`src/rtl/ikaopll_phase_capture.sv`:
```
// ikaopll_phase_capture
// Debug reader that sits beside the phase generator and taps its per-slot
// phase output. It follows the 18-cycle operator frame and samples the
// 10-bit phase of one chosen slot once per frame, for a programmed number
// of frames. Each sample is tagged with a 6-bit sequence number, buffered
// in a first-word-fall-through FIFO and handed to a host debug port over
// a valid/ready handshake. Nothing here feeds back into the synthesis path.
//
// Ports
//   i_EMUCLK       emulator master clock (only clock)
//   i_RST          synchronous active-high reset
//   i_phi1_NCEN_n  active-low slot-advance enable, one operator cycle per low clock
//   i_CYCLE_21     last-cycle-of-frame marker, qualified by the enable
//   i_OP_PHASE     phase-generator output for the current cycle
//   i_ARM          one-clock start request, honoured only when idle
//   i_ABORT        one-clock cancel request
//   i_SLOT         cycle index to capture (0..17), latched at arm
//   i_COUNT        number of samples (0 means 256), latched at arm
//   o_DATA         {seq[5:0], phase[9:0]} at the FIFO head, 0 when empty
//   o_VALID        FIFO not empty
//   i_READY        host accepts the head entry
//   o_LEVEL        FIFO occupancy
//   o_BUSY         waiting for the frame start or capturing
//   o_DONE         one-clock pulse after the final sample
//   o_OVERFLOW     sticky: a sample was dropped because the FIFO was full

module ikaopll_phase_capture #(
    parameter int FIFO_DEPTH = 16
) (
    input  logic                         i_EMUCLK,
    input  logic                         i_RST,
    input  logic                         i_phi1_NCEN_n,
    input  logic                         i_CYCLE_21,
    input  logic [9:0]                   i_OP_PHASE,
    input  logic                         i_ARM,
    input  logic                         i_ABORT,
    input  logic [4:0]                   i_SLOT,
    input  logic [7:0]                   i_COUNT,
    output logic [15:0]                  o_DATA,
    output logic                         o_VALID,
    input  logic                         i_READY,
    output logic [$clog2(FIFO_DEPTH):0]  o_LEVEL,
    output logic                         o_BUSY,
    output logic                         o_DONE,
    output logic                         o_OVERFLOW
);

    localparam int AW = $clog2(FIFO_DEPTH);
    localparam int LW = AW + 1;
    localparam logic [LW-1:0] FULL_LEVEL = LW'(FIFO_DEPTH);

    typedef enum logic [1:0] {
        ST_IDLE,
        ST_WAIT,
        ST_CAPTURE
    } state_t;

    state_t        state;
    state_t        state_nxt;

    logic [4:0]    cyc_cnt;
    logic [4:0]    slot_q;
    logic [8:0]    remaining;
    logic [5:0]    seq;
    logic          overflow;
    logic          done;

    logic [15:0]   mem [FIFO_DEPTH];
    logic [AW-1:0] rd_ptr;
    logic [AW-1:0] wr_ptr;
    logic [LW-1:0] level;

    logic          en;
    logic          arm_ok;
    logic          sample;
    logic          full;
    logic          push;
    logic          pop;
    logic          last;

    // Qualified events. Abort suppresses a sample on the same clock, and the
    // full check looks at the level before any same-clock pop.
    always_comb begin
        en     = ~i_phi1_NCEN_n;
        arm_ok = (state == ST_IDLE) & i_ARM & (i_SLOT <= 5'd17);
        sample = (state == ST_CAPTURE) & en & (cyc_cnt == slot_q) & ~i_ABORT;
        full   = (level == FULL_LEVEL);
        push   = sample & ~full;
        pop    = o_VALID & i_READY;
        last   = sample & (remaining == 9'd1);
    end

    // Next-state logic. Abort takes priority in both busy states; the frame
    // marker only moves WAIT to CAPTURE once WAIT has actually been entered.
    always_comb begin
        state_nxt = state;
        case (state)
            ST_IDLE: begin
                if (arm_ok) begin
                    state_nxt = ST_WAIT;
                end
            end
            ST_WAIT: begin
                if (i_ABORT) begin
                    state_nxt = ST_IDLE;
                end else if (en & i_CYCLE_21) begin
                    state_nxt = ST_CAPTURE;
                end
            end
            ST_CAPTURE: begin
                if (i_ABORT | last) begin
                    state_nxt = ST_IDLE;
                end
            end
            default: state_nxt = ST_IDLE;
        endcase
    end

    // Frame counter, capture bookkeeping and FIFO pointers. The cycle
    // counter free-runs in every state so the slot position is always known.
    always_ff @(posedge i_EMUCLK) begin
        if (i_RST) begin
            state     <= ST_IDLE;
            cyc_cnt   <= 5'd0;
            slot_q    <= 5'd0;
            remaining <= 9'd0;
            seq       <= 6'd0;
            overflow  <= 1'b0;
            done      <= 1'b0;
            rd_ptr    <= '0;
            wr_ptr    <= '0;
            level     <= '0;
        end else begin
            state <= state_nxt;
            done  <= last;

            if (en) begin
                cyc_cnt <= i_CYCLE_21 ? 5'd0 : cyc_cnt + 5'd1;
            end

            if (arm_ok) begin
                slot_q    <= i_SLOT;
                remaining <= (i_COUNT == 8'd0) ? 9'd256 : {1'b0, i_COUNT};
                seq       <= 6'd0;
                overflow  <= 1'b0;
            end else if (sample) begin
                seq       <= seq + 6'd1;
                remaining <= remaining - 9'd1;
                if (full) begin
                    overflow <= 1'b1;
                end
            end

            if (push) begin
                wr_ptr <= wr_ptr + AW'(1);
            end
            if (pop) begin
                rd_ptr <= rd_ptr + AW'(1);
            end
            case ({push, pop})
                2'b10:   level <= level + LW'(1);
                2'b01:   level <= level - LW'(1);
                default: level <= level;
            endcase
        end
    end

    // Sample storage carries no reset; the head is masked while empty so
    // stale entries never show on o_DATA.
    always_ff @(posedge i_EMUCLK) begin
        if (push) begin
            mem[wr_ptr] <= {seq, i_OP_PHASE};
        end
    end

    assign o_VALID    = (level != '0);
    assign o_DATA     = o_VALID ? mem[rd_ptr] : 16'd0;
    assign o_LEVEL    = level;
    assign o_BUSY     = (state != ST_IDLE);
    assign o_DONE     = done;
    assign o_OVERFLOW = overflow;

endmodule

```
`config.mk`:
```
export PLATFORM = sky130hd
export DESIGN_NAME = ikaopll_phase_capture
export DESIGN_NICKNAME = d
export VERILOG_FILES = /design/src/rtl/ikaopll_phase_capture.sv
export SDC_FILE = /design/constraint.sdc
export NUM_CORES = 1
export LEC_CHECK = 0
export ABC_AREA = 1
export CORE_MARGIN = 4
export CORE_UTILIZATION = 60
export CTS_CLUSTER_DIAMETER = 200
export DETAILED_ROUTE_END_ITERATION = 16
export PLACE_DENSITY = 0.79
export SYNTH_ARGS = -nofsm -noshare
export SYNTH_HDL_FRONTEND = slang
export SYNTH_SLANG_ARGS = --single-unit
export TNS_END_PERCENT = 10
```
`constraint.sdc`:
```
create_clock -name i_EMUCLK -period 2.9 [get_ports i_EMUCLK]
set_input_delay 0.58 -clock i_EMUCLK [delete_from_list [all_inputs] [get_ports i_EMUCLK]]
set_output_delay 0.58 -clock i_EMUCLK [all_outputs]
set_load 0.005 [all_outputs]
```
# [After elaboration in Yosys (flattened, before gate mapping)]
# Memories as Yosys holds them, arrays and structs flattened. A register that Yosys moved wholly into a read port is not among the register bits.
# Index checks and enable logic that the tools add are counted.
[word_totals] reg_bits=42 latch_bits=0 mem_count=1 mem_bits_rw=256 out_inout_bits=25 mem_bits_ro=0 inputBits=30
[mem_list] memory="mem" words=16 word_bits=16 rd=1 rd_ports_with_merged_regs=1 wr=1 line="68" text="logic [15:0] mem [FIFO_DEPTH];"
[classes] reduce_logical=9 n_mux=15 multipliers=0 div=0 shift=0 add_sub_neg=7 magnitude_cmp=1 bitwise=13 n_eq_ne=10
[op_table] operator="9-bit two-way mux" n=3
[op_table] operator="16-bit two-way mux" n=1
[op_table] operator="5-bit by 1-bit adder with 5-bit output (second input constant)" n=2
[op_table] operator="5-bit one-hot mux with 2 select lines" n=1
[op_table] operator="1-bit AND" n=9
[op_table] operator="9-bit by 1-bit == test with 1-bit output (second input constant)" n=1
[op_table] operator="9-bit by 1-bit subtractor with 9-bit output (second input constant)" n=1
[op_table] operator="4-bit by 1-bit adder with 4-bit output (second input constant)" n=2
[op_table] operator="8-bit logical NOT" n=1
[op_table] operator="2-bit two-way mux" n=4
[op_table] operator="4-bit two-way mux" n=2
[op_table] operator="6-bit by 1-bit adder with 6-bit output (second input constant)" n=1
[op_table] operator="2-bit one-hot mux with 3 select lines" n=1
[op_table] operator="2-bit nonzero test" n=3
[op_table] operator="5-bit == test" n=1
[op_table] operator="5-bit == test (second input constant)" n=1
[op_table] operator="5-bit less-or-equal comparator (second input constant)" n=1
[op_table] operator="5-bit two-way mux" n=1
[op_table] operator="5-bit nonzero test" n=1
[op_table] operator="5-bit by 1-bit subtractor with 5-bit output (second input constant)" n=1
[op_table] operator="2-bit by 1-bit == test with 1-bit output (second input constant)" n=2
[op_table] operator="2-bit == test (second input constant)" n=2
[op_table] operator="3-bit != test (second input constant)" n=1
[op_table] operator="1-bit NOT" n=3
[op_table] operator="8 further kinds" n=9

# [Depth between registers and ports, before layout]
# Gate-level depths: netlist of the first run.
[logic_depth] depth_word=8 ltp_mapped=17 mapped_depth_nobuf=17

# [Worst setup path before layout of the first run]
# No wires, ideal clock.
[synth_path] kind="input port to flip-flop" start="input i_phi1_NCEN_n" end="memory mem[0][0], enable pin" setup_slack_ns=0.488 t_arrival_ns=2.024 stages=7 required_ns=2.512 n_path_buf=0 cell_sequence="nor2_1 nand2_1 nor2_2 nand3_4 nor2_4 nand2_1 nor2_1"
[synth_between] elab_chain_len=7
[synth_rtl] element="from (decl)" line="32" text="input logic i_phi1_NCEN_n,"
[synth_rtl] element="1-bit NOT" line="84" text="en = ~i_phi1_NCEN_n;"
[synth_rtl] element="1-bit AND (3 in series)" line="86" text="sample = (state == ST_CAPTURE) & en & (cyc_cnt == slot_q) & ~i_ABORT;"
[synth_rtl] element="1-bit AND" line="88" text="push = sample & ~full;"
[synth_rtl] element="1-bit two-way mux" line="171" text="if (push) begin"
[synth_rtl] element="1-bit two-way mux (not written as such)" line="172" text="mem[wr_ptr] <= {seq, i_OP_PHASE};"
[synth_rtl] element="to (decl)" line="68"
# Every way passes these cells.

==> qor.txt, run 1 <==
status = finished with violations
failing checks = negative setup slack
drt total wl = 32600 µm
WHS = 0.465 ns
Reg2Reg Setup Slack = 0.58 ns
DR vias = 9462
sequential cell area fraction in the yosys report = 67.5%
WP buf/inv = 3
cell count after synthesis = 1213
critical path class = flip-flop to output pin
Layout Nets = 1342
initial DRC count = 900
Total GRT Usage = 27.3%
largest net degree at the start of global routing = 65
cell breakdown of the critical path = clkinv_4, buf_12, nand2_1, nand3_1, nand3_1, a21oi_2, o21a_1, clkdlybuf4s50_1
wire length per cell = 20.4 µm
layout cells sized above 1 = 11.9%
Synth Register Bits = 302
leakage power = 5.77 nW
Worst Path Required = 2.32 ns
HP Class = flip-flop to flip-flop
Unique masters post-synth = 28
register area = 8610 µm²
slowest stage delay, CP = 0.51 ns
Avg Synthesized Cell Area = 10.5 µm²
Slew @ Worst Pin = 0.833 ns
Worst-Skew Late Latency = 0.57 ns
Synth area leader = edfxtp_1
relative slew slack = 44.4%
yosys warns = 0
Post-Syn Area = 12800 µm²
clock tree buffer depth = 3
CTS sink count = 302
# hold bufs at CTS = 0
pre-CTS setup slack = 0.104 ns
worst r2r src = o_LEVEL[0]$_SDFFE_PP0P_
I/O pin cnt = 55
final setup margin = -0.184 ns
antenna diode count = 0
Setup crit end kind = output pin
CP max-delay cell = clkdlybuf4s50_1
syn_nets = 1256
gr ovfl total = 0
Final Max Slew Viols = 0
Worst Clk Skew = 0.0277 ns
ANT nets after route = 0
setup violators final = 9
Post-DP HPWL = 18900 µm
Worst-path clk slew = 0.06 ns
root buffer cell = clkbuf_16
crit path max fanout = 31
Power, Total = 12.6 mW
CTS Buf Count = 30
Starting Density = 60.9%
min Tclk post-route = 3.08 ns
PD cells = 819 nW/µm²
Critical Path Most Common Cell = nand3_1
Synth async-reset ratio = 0%
Die Width = 154 µm
period utilization = 106%
Area Overhead vs Synth = 20.4%
DRC = 0
height of the die = 154 µm
CP delay by family, top = buffers and inverters
area of the multi-input gates = 3820 µm²
die area = 23700 µm²
ys flop type = edfxtp_1
H-tree levels = 1
row count = 53
Post-synth EDFFs = 256
final core utilization = 73.3%
top cell type's share of synthesized area = 60.3%
vias in the first global route = 9284
maxcap violations = 0
vias per cell = 5.92
fmax = 0.324 GHz
first-pass iteration count of the detailed router = 5
TritonCTS clock tree = done
fill count = 1392
WP data arrival = 2.50 ns
CP startpoint kind = flip-flop
final setup TNS = -1.33 ns
first-pass GRT wire length = 50500 µm
leading post-synthesis cells by cell area = edfxtp_1, nand2_1, nand3_1
Core Area = 21000 µm²
final hold vios = 0
initial antenna violation count = 0
Port Buffers = 54
hold_sp = slot_q[4]$_SDFFE_PP0P_
Final GP Congestion = 0.884
unrepaired setup endpoints after global routing = yes
Max VDD drop = 0.000748 V
==> worst register-to-register path, stage by stage, from the launching register on <==
cell and delay (ns):
dfxtp_1 0.36, nor2_1 0.22, nand3_1 0.10, nor2_1 0.18
nand3b_1 0.17, ha_1 0.29, xor2_1 0.22, ha_1 0.18
inv_1 0.04, nand2_1 0.09, nand3_1 0.10, nand2_1 0.07
nand2_1 0.04, nand2_1 0.05, nand2_1 0.04, a21oi_1 0.11
==> synth_stat cells (4+ instances only) <==
master      n
a21oi_1    64
buf_1       7
buf_2      31
clkbuf_1   21
dfxtp_1    46
edfxtp_1  256
ha_1       13
inv_1      47
inv_2       6
nand2_1   363
nand3_1   221
nor2_1     71
nor3_1      5
o21a_1     16
o21ai_0    17
xnor2_1     4
xor2_1      9
==> metrics by stage <==
stage                     cells  instance area, µm²
after floorplan            1213               12800
after global placement     1536               14100
after detailed placement   1536               14100
after CTS                  1598               15300
after global routing       1598               15400
final                      1598               15400
==> where the power goes <==
part	leakage, nW	total (mW)	switching (mW)	internal, mW
sequential	2.75	4.85	0.0955	4.76
clock	0.476	3.77	1.67	2.10
combinational	2.55	3.96	2.30	1.65
==> final cells by class <==
cell class / count / share of cell area, %
sequential: 302 / 56.1
multi-input combinational: 798 / 24.9
timing repair buffer: 113 / 9.18
clock buffer: 35 / 5.01
tap: 275 / 2.24
inverter: 54 / 1.37
clock inverter: 21 / 1.25
==> per-layer routing <==
metal	wire, µm	up-vias	part of all wire, %	GRT usage [%]
li1	-	4357	-	-
met1	12100	4443	37	35.8
met2	16000	557	49	45.6
met3	3100	105	9.5	4.67
met4	1430	0	4.4	11.2
met5	0	-	0	0
==> registers in the layout (all words and copies together) (netlist names), named ones only <==
name	flops
mem	256
remaining	9
seq	6
cyc_cnt	5
o_LEVEL	5
slot_q	5
rd_ptr	4
wr_ptr	4
state	2
o_DONE	1
o_OVERFLOW	1
==> cells in the final DEF (no fill, tap or decap), types with 2 or more instances in the layout <==
master,count
a21oi_1,48
a21oi_2,15
buf_12,21
buf_16,5
buf_4,29
bufbuf_16,2
bufinv_16,2
clkbuf_1,5
clkbuf_16,30
clkdlybuf4s50_1,47
clkinv_1,5
clkinv_2,11
clkinv_4,2
dfxtp_1,44
dlygate4sd2_1,4
dlymetal6s2s_1,3
edfxtp_1,256
ha_1,13
inv_1,46
inv_2,5
nand2_1,363
nand3_1,216
nand3_2,5
nand3b_1,2
nand4_1,3
nor2_1,55
nor2_2,19
nor3_1,5
o21a_1,16
o21ai_0,17
xnor2_1,4
xor2_1,9
==> repair_timing <==
item | 4_1_cts | 5_1_grt
endpoints found under the setup margin | 16 | 15
pin swaps | 5 | 7
setup buffers | 1 | 0
cloned | 5 | 0
hold endpoints to repair | 0 | 0
resized for setup | 22 | 17
==> final timing paths <==
path / to / cells after the start
worst max-delay path: o_DATA[13] / 8
worst min register to register: slot_q[4]$_SDFFE_PP0P_ / 2
worst min-delay path: slot_q[4]$_SDFFE_PP0P_ / 2
worst max register to register: o_LEVEL[4]$_SDFFE_PP0P_ / 15
==> cells by family (layout without fill, tap and decap cells) <==
group                      after synthesis  after routing  share of synthesized area (%)
xor gates and xnor gates                13             13                          0.893
DFF                                    302            302                           67.5
adders and majority gates               13             13                           1.28
and+or+nand+nor                        672            672                           22.4
AOI/OAI and AO/OA                      100            100                           4.30
buffers and inverters                  113            223                           3.63
(Power assumes the default switching activity.)
==> run 2, diff against run 1 <==
CORE_ASPECT_RATIO = 0.5   (was default)
MAX_ROUTING_LAYER = met4   (was default)
==> run 2 against run 1 <==
Global-route usage rose by 0.24 points. Via count hardly changed. Flip-flop and latch count stayed put. Worst setup slack worse by 0.0010 ns. Die area is 0.60% higher. Register-to-register slack got worse by 0.28 ns. The run still ends with negative setup slack left. Total power decreased by 3.8%. Worst hold slack better by 0.0063 ns. Fmax barely moved. Non-clock buffer count shrank 10. Critical path depth stayed put. Final area decreased by 1.6%.
==> qor.txt, run 2 (synthesized netlist as in run 1, its figures left out) <==
status = finished with violations
failing checks = negative setup slack
Sw Ratio = 32.2% (-0.14 points)
Final Max Slew Viols = 0 (unchanged)
PD cells = 801 nW/µm² (-2.2%)
sequential share of power = 40.3% (+1.7 points)
Starting Density = 61.6% (+0.77 points)
vias in the first global route = 9210 (-0.80%)
row count = 37 (-30%)
H-tree levels = 1 (unchanged)
Power, Total = 12.1 mW (-3.8%)
first-pass iteration count of the detailed router = 6 (+1)
I/O pin cnt = 55 (unchanged)
ANT nets after route = 0 (unchanged)
worst r2r src = o_LEVEL[0]$_SDFFE_PP0P_
final setup margin = -0.185 ns (-0.00100 ns)
die area = 23800 µm² (+0.60%)
largest reg by FF count = mem
antenna diode count = 0 (unchanged)
Max VDD drop = 0.000471 V (-37%)
initial DRC count = 1321 (+47%)
slowest stage delay, CP = 0.48 ns (-0.03 ns)
Setup crit end kind = output pin
setup violators final = 9 (unchanged)
largest net degree at the start of global routing = 65 (unchanged)
Placed Cells = 1520 (-1.0%)
internal power = 8.20 mW (-3.6%)
r2r worst-path depth = 15 (unchanged)
fmax = 0.324 GHz (about the same)
final cell count without fillers = 1576 (-1.4%)
final hold vios = 0 (unchanged)
first-pass GRT wire length = 50300 µm (-0.45%)
Layout Nets = 1328 (-1.0%)
DR vias = 9469 (+0.074%)
CP startpoint kind = flip-flop
Worst-Skew Late Latency = 0.53 ns (-0.04 ns)
Slew @ Worst Pin = 0.907 ns (+0.0744 ns)
cell breakdown of the critical path = clkinv_8, buf_12, nand2_1, nand3_1, nand3_1, a21oi_2, o21a_2, clkdlybuf4s50_1
drt total wl = 32300 µm (-1.0%)
root buffer cell = clkbuf_16
most common cell after layout, fill and taps aside = nand2_1
hold_sp = slot_q[4]$_SDFFE_PP0P_
Reg2Reg Setup Slack = 0.30 ns (-0.28 ns)
WP buf/inv = 3 (unchanged)
TritonCTS clock tree = done
# hold bufs at CTS = 0 (unchanged)
Psw = 3.90 mW (-4.2%)
CP delay by family, top = buffers and inverters
final core utilization = 73.0% (-0.27 points)
Core Area = 20700 µm² (-1.2%)
Min-Delay Path Depth = 2 (unchanged)
Clock Power Share = 27.2% (-2.8 points)
Worst Hold Endpoint = slot_q[4]$_SDFFE_PP0P_
period utilization = 106% (about the same)
cell count along the critical path = 8 (unchanged)
HP Class = flip-flop to flip-flop
unrepaired setup endpoints after global routing = yes
Critical Path Most Common Cell = nand3_1
min Tclk post-route = 3.08 ns (+0.00100 ns)
max reg flops = 256 (unchanged)
clock tree buffer depth = 3 (unchanged)
Worst Path Required = 2.32 ns (about the same)
Gate power share = 32.5% (+1.1 points)
vias per cell = 6.01 (+1.5%)
worst reg2reg endpoint = o_LEVEL[4]$_SDFFE_PP0P_
layout cells sized above 1 = 9.90% (-2.0 points)
critical path class = flip-flop to output pin
WP data arrival = 2.50 ns (about the same)
most frequent cells in the layout = nand2_1, edfxtp_1, nand3_1, nor2_1, a21oi_1
gr ovfl total = 0 (unchanged)
Worst Clk Skew = 0.0126 ns (-0.0151 ns)
Area Overhead vs Synth = 18.4%
height of the die = 111 µm (-28%)
initial antenna violation count = 0 (unchanged)
Final GP Congestion = 0.916 (+3.7%)
Post-DP HPWL = 17400 µm (-7.7%)
wire length per cell = 20.5 µm (+0.35%)
CTS Buf Count = 26 (-13%)
CTS sink count = 302 (unchanged)
maxcap violations = 0 (unchanged)
Worst-path clk slew = 0.07 ns (about the same)
Port Buffers = 54 (unchanged)
DRC = 0 (unchanged)
leakage power = 5.62 nW (-2.6%)
relative slew slack = 39.5% (-5.0 points)
Total GRT Usage = 27.5% (+0.24 points)
crit path max fanout = 26 (-16%)
Die Width = 214 µm (+39%)
CP max-delay cell = dfxtp_4
Largest regs = mem (256), remaining (9), seq (6)
## run 2: changes by cell type in the layout (fill, tap and decap cells not counted), sizes merged
cell | before | now
clkbuf | 35 | 32
dlygate4sd2 | 4 | 3
clkinv | 20 | 13
bufinv | 2 | 1
buf | 57 | 48
dlymetal6s2s | 3 | 4
bufbuf | 2 | 1
clkinvlp | 1 | 2
## run 2: stage by stage
stage / setup TNS [ns] / setup slack [ns] / cell area (µm²) / hold WS, ns
after floorplan: 0 / 0.488 / 12800 / 0.436
after global placement: 0 / 0.132 / 14000 / 0.444
after global routing: -1.88 / -0.254 / 15100 / 0.510
after detailed placement: 0 / 0.0255 / 14000 / 0.468
after CTS: -1.32 / -0.122 / 15000 / 0.478
final: -1.22 / -0.185 / 15100 / 0.471
## run 2: area by class of cell
| class | instances | area [µm²] |
|---|---|---|
| Multi-Input combinational cell | 798 | 3780 |
| Tap cell | 273 | 342 |
| Timing Repair Buffer | 103 | 1360 |
| Clock inverter | 14 | 88.8 |
| Sequential cell | 302 | 8620 |
| Inverter | 54 | 223 |
| Fill cell | 1274 | 5580 |
| Clock buffer | 32 | 694 |
## run 2: metal layers
metal	global-route usage [%]	share of wire [%]	vias up
met5	-	0	-
met1	36.2	38	4406
met2	43.9	47	632
li1	-	-	4339
met4	7.73	2.7	0
met3	6.08	12	92
## run 2: power by group through the flow
stage | combinational, mW | sequential [mW] | clock (mW)
after CTS | 3.80 | 4.88 | 3.29
after floorplan | 2.07 | 4.91 | 0
after global routing | 4.24 | 4.89 | 3.51
after detailed placement | 3.38 | 4.94 | 0
final | 3.93 | 4.88 | 3.29
after global placement | 3.28 | 4.94 | 0
## run 2: worst max path at each step
stage                             start                       to  slack [ns]
after CTS                     flip-flop                o_DATA[6]       -0.12
after floorplan           i_phi1_NCEN_n      mem[0][0]$_DFFE_PP_        0.49
after detailed placement        i_ABORT  o_LEVEL[4]$_SDFFE_PP0P_        0.03
after global routing          flip-flop                o_DATA[5]       -0.25
after global placement          i_ABORT  o_LEVEL[4]$_SDFFE_PP0P_        0.13
final                         flip-flop               o_DATA[10]       -0.18
## run 2: worst reg2reg max path, stage by stage, from the launching register on
cell and delay [ns]:
dfxtp_1 0.37, nor2_1 0.19, nand3_1 0.10, nor2_1 0.34, nand3b_1 0.24, ha_1 0.31, xor2_1 0.23, ha_1 0.18
inv_1 0.04, nand2_1 0.11, nand3_1 0.12, nand2_1 0.07, nand2_1 0.05, nand2_1 0.05, nand2_1 0.04, a21oi_1 0.11
## run 2: timing repair
action	CTS	global route
endpoints found under the setup margin	16	16
pin swaps	4	2
gates cloned	6	0
resized for setup	23	18
buffers inserted	3	1
